## src/rtl/counter_pkg.sv

```systemverilog
// Shared constants and helpers for the parametrised up/down counter.
package counter_pkg;

  // Direction and boundary-mode encodings as seen on the dir/sat inputs.
  localparam logic DIR_UP    = 1'b1;
  localparam logic DIR_DOWN  = 1'b0;
  localparam logic MODE_WRAP = 1'b0;
  localparam logic MODE_SAT  = 1'b1;

  // Limit a load value to the counter range 0..modulo-1. 32-bit operands keep
  // the comparison free of truncation for any WIDTH up to 16.
  function automatic logic [31:0] clamp_load(input logic [31:0] val,
                                             input logic [31:0] modulo);
    return (val >= modulo) ? (modulo - 32'd1) : val;
  endfunction

endpackage

```

## src/rtl/counter_prescaler.sv

```systemverilog
// Step-strobe generator: emits tick on every PRESCALE-th enabled cycle.
module counter_prescaler
  import counter_pkg::*;
#(
  parameter int PRESCALE = 1
) (
  input  logic clk,
  input  logic rst,
  input  logic en,
  input  logic restart,
  output logic tick
);

  localparam int PW = $clog2(PRESCALE) + 1;
  localparam logic [PW-1:0] LAST = PW'(PRESCALE - 1);

  logic [PW-1:0] cnt_q, cnt_d;

  // Next prescaler value and the combinational step strobe.
  always_comb begin
    // NOTE: every output of this block gets a default first, so no path can
    // leave a signal unassigned and infer a latch.
    cnt_d = cnt_q;
    tick  = 1'b0;
    if (restart) begin
      cnt_d = '0;
    end else if (en) begin
      if (cnt_q == LAST) begin
        tick  = 1'b1;
        cnt_d = '0;
      end else begin
        cnt_d = cnt_q + 1'b1;
      end
    end
  end

  // Prescaler register with synchronous reset.
  always_ff @(posedge clk) begin
    // NOTE: state registers use non-blocking assignments so every flop samples
    // pre-edge values regardless of block ordering.
    if (rst) cnt_q <= '0;
    else     cnt_q <= cnt_d;
  end

endmodule

```

## src/rtl/param_updown_counter.sv

```systemverilog
// Up/down modulo counter with wrap/saturate modes, prescaler, load/clear,
// compare match, terminal-count pulse and sticky overflow flag.
module param_updown_counter
  import counter_pkg::*;
#(
  parameter int WIDTH    = 8,
  parameter int MODULO   = 256,
  parameter int PRESCALE = 1
) (
  input  logic             clk,
  input  logic             rst,
  input  logic             en,
  input  logic             dir,
  input  logic             sat,
  input  logic             load,
  input  logic [WIDTH-1:0] load_val,
  input  logic             clear,
  input  logic [WIDTH-1:0] cmp_val,
  input  logic             clr_ovf,
  output logic [WIDTH-1:0] count,
  output logic             tc,
  output logic             match,
  output logic             ovf
);

  localparam logic [WIDTH-1:0] MAX = WIDTH'(MODULO - 1);

  logic [WIDTH-1:0] count_q, count_d;
  logic             tc_q, tc_d;
  logic             match_q, match_d;
  logic             ovf_q, ovf_d;
  logic             tick;
  logic             boundary;
  logic [WIDTH-1:0] count_inc, count_dec;

  // Clear and load both restart the prescaler so the next step is a full
  // period away.
  counter_prescaler #(.PRESCALE(PRESCALE)) u_prescaler (
    .clk     (clk),
    .rst     (rst),
    .en      (en),
    .restart (clear | load),
    .tick    (tick)
  );

  assign count_inc = count_q + 1'b1;
  assign count_dec = count_q - 1'b1;

  // Next count, terminal-count pulse, overflow and registered compare.
  always_comb begin
    count_d  = count_q;
    tc_d     = 1'b0;
    boundary = 1'b0;
    if (clear) begin
      count_d = '0;
    end else if (load) begin
      count_d = WIDTH'(clamp_load(32'(load_val), 32'(MODULO)));
    end else if (tick) begin
      if (dir == DIR_UP) begin
        if (count_q == MAX) begin
          boundary = 1'b1;
          if (sat == MODE_WRAP) begin
            count_d = '0;
            tc_d    = 1'b1;
          end
        end else begin
          count_d = count_inc;
          // In saturate mode the pulse marks arrival at the limit.
          tc_d    = (sat == MODE_SAT) && (count_inc == MAX);
        end
      end else begin
        if (count_q == '0) begin
          boundary = 1'b1;
          if (sat == MODE_WRAP) begin
            count_d = MAX;
            tc_d    = 1'b1;
          end
        end else begin
          count_d = count_dec;
          tc_d    = (sat == MODE_SAT) && (count_dec == '0);
        end
      end
    end
    // A boundary event outranks a same-edge clr_ovf.
    if (boundary)     ovf_d = 1'b1;
    else if (clr_ovf) ovf_d = 1'b0;
    else              ovf_d = ovf_q;
    // count_d never exceeds MODULO-1, so an out-of-range cmp_val never matches.
    match_d = (count_d == cmp_val);
  end

  // Output registers; reset forces the count to zero and compares against it.
  always_ff @(posedge clk) begin
    if (rst) begin
      count_q <= '0;
      tc_q    <= 1'b0;
      ovf_q   <= 1'b0;
      match_q <= (cmp_val == '0);
    end else begin
      count_q <= count_d;
      tc_q    <= tc_d;
      ovf_q   <= ovf_d;
      match_q <= match_d;
    end
  end

  assign count = count_q;
  assign tc    = tc_q;
  assign match = match_q;
  assign ovf   = ovf_q;

endmodule

```

## config.mk

```make
export PLATFORM = sky130hd
export DESIGN_NAME = param_updown_counter
export DESIGN_NICKNAME = d
export VERILOG_FILES = /design/src/rtl/counter_pkg.sv /design/src/rtl/counter_prescaler.sv /design/src/rtl/param_updown_counter.sv
export SDC_FILE = /design/constraint.sdc
export NUM_CORES = 1
export LEC_CHECK = 0
export BUFFER_PORTS_ARGS = -buffer_cell sky130_fd_sc_hd__buf_4
export CAP_MARGIN = 20
export CORE_MARGIN = 1
export CORE_UTILIZATION = 39
export CTS_CLUSTER_DIAMETER = 100
export CTS_CLUSTER_SIZE = 14
export DETAILED_ROUTE_END_ITERATION = 16
export GPL_TIMING_DRIVEN = 0
export HOLD_SLACK_MARGIN = 0.06
export SYNTH_ARGS = -nofsm -noshare
export SYNTH_HDL_FRONTEND = slang
export SYNTH_SLANG_ARGS = --single-unit
```

## constraint.sdc

```tcl
create_clock -name clk -period 3.5 [get_ports clk]
set_clock_uncertainty 0.1 [all_clocks]
set_input_delay 0.7 -clock clk [delete_from_list [all_inputs] [get_ports clk]]
set_output_delay 0.7 -clock clk [all_outputs]
set_load 0.02 [all_outputs]
```

==> results_dict.tcl <==
set metrics [dict create \
    outcome "complete, no violations" \
    path_cells "clkbuf_1, inv_1, ha_1, nor3b_1, nand2_1, and3_1, a2111o_1, nand3_1, o211ai_1, or4_1, o21ai_1" \
    ys_async_sr_fraction_pct 0 \
    ir_worst_vdd_mv 0.1583 \
    grt_pass1_vias 1593 \
    yosys.area.top_type "dfxtp_1" \
    cp_slowest_cell "or4_1" \
    most-common-layout-cells "31 x buf_4, 19 x nor2_1, 16 x clkbuf_1, 14 x a21oi_1" \
    synth-main-ff-cell "dfxtp_1" \
    design_area_um2 1832 \
    grt_max_degree 12 \
    final.setup.tns_ns 0 \
    cts_tree "done" \
    clock-sinks 11 \
    finalHoldViolations 0 \
    dp.cells 286 \
    rr_startpoint "count[0]$_SDFF_PP0_" \
    vias 1766 \
    ios 35 \
    drc 0 \
    syn_area_per_cell_um2 7.058 \
    period_needed_ns 3.302 \
    synth_seq_cells 11 \
    synth_top_cell_area_share_pct 14.93 \
    r2r_end "match$_DFF_P_" \
    max_freq_mhz 302.9 \
    gp_congestion 0.9348 \
    fp.coreArea_um2 3468 \
    area_delta_synth_final_pct 24.17 \
    synth.top_cells.by_area "dfxtp_1 15%, nor2_1 4.8%, a21oi_1 4.7%, ha_1 4.2%, nor3_1 4.1%" \
    crit_buf_inv 2 \
    rows 21 \
    viasPerCell 6.069 \
    holdBufCountCts 0 \
    synth_nets 238 \
    antenna_found_initial 0 \
    worst_slew_pin_slew_ns 0.5397 \
    r2r_setup_slack_ns 0.20 \
    root_buffer "clkbuf_8" \
    fin_crit_sh_pct 94.34 \
    powerDensity_nw_per_um2 246.9 \
    fin_nets 275 \
    grt.total_usage_pct 25.58 \
    synth_area_um2 1475 \
    finalMaxSlewViolations 0 \
    antenna_left 0 \
    worst_ep_arrival_time_ns 3.38 \
    hold_end "ovf$_SDFFE_PP0P_" \
    crit_family "simple AND/OR/NAND/NOR gates" \
    overflow 0 \
    cts_max_level 1 \
    instances_no_fill 291 \
    clk_pin_slew_ns 0.05 \
    worstHoldPathCells 2 \
    placed_cell_area_um2 1765 \
    wire_per_inst_um 16.82 \
    end_kind "flip-flop" \
    critPathRequiredTime_ns 3.58 \
    fp.dieW_um 63.50 \
    numPortBuffers 31 \
    yosysUniqueCellTypes 58 \
    dieHeight_um 63.50 \
    die_area_um2 4032 \
    multiInputGateArea_um2 1180 \
    leakagePower_nw 0.6790 \
    ys_seq_area_share_pct 14.93 \
    clockBufferDepth 2 \
    cp-start-kind "flip-flop" \
    antennaDiodeCount 0 \
    grt_pass1_wl_um 8031 \
    maxSlewHeadroom_pct 64.02 \
    place_hpwl_um 3783 \
    totalPowerFinal_mw 0.4523 \
    reg2reg_depth 11 \
    netlist_instances 209 \
    synth_warnings 0 \
    start_util_pct 42.53 \
    synth_edf_count 0 \
    cts_buffers 3 \
    worstSetupPathType "flip-flop to flip-flop" \
    drt-total-wl_um 4894 \
    max_stage_delay_ns 0.53 \
    fillers 374 \
    maxCapViolations 0 \
    clk_latency_ns 0.24 \
    drt_pass1_iterations 4 \
    final-seq-area_um2 220.2 \
    hold_start "ovf$_SDFFE_PP0P_" \
    final_common_cell "buf_4" \
    path_max_fanout 10 \
    min_path_type "flip-flop to flip-flop" \
    fin_worst_hold_slack_ns 0.4030 \
    drive_gt1_share_pct 19.18 \
    rsz0062_at_grt "false" \
    setup_viol 0 \
    drt_iter0_drc 126 \
]
-- per-stage QoR --
stage / utilization, % / setup WS (ns)
floorplan: - / 0.4333
global placement: 50.90 / -0.06184
detailed placement: 50.90 / -0.001106
CTS: 52.20 / 0.04875
global route: 52.81 / 0.01176
finish: 52.81 / 0.1983
-- report_power, final --
part	internal (mW)	switching, mW	leakage, nW	total [mW]
clock	0.0803	0.0514	0.0228	0.132
sequential	0.130	0.00698	0.0896	0.137
combinational	0.0762	0.108	0.567	0.184
total	0.286	0.166	0.679	0.452
-- worst reg2reg max path: stages, from the launching register on --
cell and delay [ns]:
dfxtp_1 0.34, clkbuf_1 0.25, inv_1 0.17, ha_1 0.25, nor3b_1 0.44, nand2_1 0.18
and3_1 0.21, a2111o_1 0.44, nand3_1 0.10, o211ai_1 0.10, or4_1 0.53, o21ai_1 0.14
-- per-layer routing --
| metal | track usage, % | part of all wire [%] | wire (um) | vias to the layer above |
|---|---|---|---|---|
| met5 | 0 | 0 | 0 | - |
| met4 | 8.523 | 1.2 | 61 | 0 |
| met3 | 5.072 | 8.3 | 407 | 6 |
| met2 | 40.29 | 46 | 2258 | 74 |
| met1 | 34.38 | 44 | 2166 | 807 |
| li1 | - | - | - | 879 |
-- cells by family after synthesis --
group	share of synthesized area, %
and+or+nand+nor	37.41
AOI/OAI and AO/OA	31.72
buffers and inverters	6.191
DFF	14.93
xor gates and xnor gates	4.156
adders and majority gates	4.241
muxes	1.357
-- flip-flops by register name, summed over array words and instances (netlist names) --
register	flops
tc	1
ovf	1
match	1
count	8
-- final cells by class --
cell class                      instances  area share, %
Buffer                                 17          3.552
Sequential cell                        11          12.02
Clock buffer                            4          2.459
Timing Repair Buffer                   32          12.98
Tap cell                               46          3.142
Multi-Input combinational cell        174          64.41
Inverter                                7          1.434
-- synth_stat cells (all sizes together) (3+ instances only) --
| cell type | count |
|---|---|
| a21oi | 14 |
| a31oi | 4 |
| and3 | 6 |
| clkbuf | 15 |
| dfxtp | 11 |
| ha | 5 |
| inv | 7 |
| nand2 | 12 |
| nand3 | 8 |
| nand4 | 4 |
| nor2 | 19 |
| nor3 | 12 |
| nor3b | 5 |
| nor4 | 4 |
| nor4b | 3 |
| o211ai | 4 |
| o21a | 4 |
| o21ai | 12 |
| o22ai | 3 |
| or4 | 4 |
| xnor2 | 5 |
-- repair_timing --
action                                  in CTS  in global routing
gates resized for setup                      0                  3
buffers inserted                             0                  0
endpoints found under the setup margin       0                  1
-- how the worst max path moves through the flow --
stage | startpoint | end | slack, ns | cells past startpoint
2_1_floorplan | count[0]$_SDFF_PP0_ | match$_DFF_P_ | 0.43 | 10
3_3_place_gp | clear | match$_DFF_P_ | -0.06 | 10
3_5_place_dp | clear | match$_DFF_P_ | -0.001 | 10
4_1_cts | count[0]$_SDFF_PP0_ | match$_DFF_P_ | 0.05 | 10
5_1_grt | count[0]$_SDFF_PP0_ | match$_DFF_P_ | 0.01 | 11
6_report | count[0]$_SDFF_PP0_ | match$_DFF_P_ | 0.20 | 11
Power figures use the tool's default switching activity.
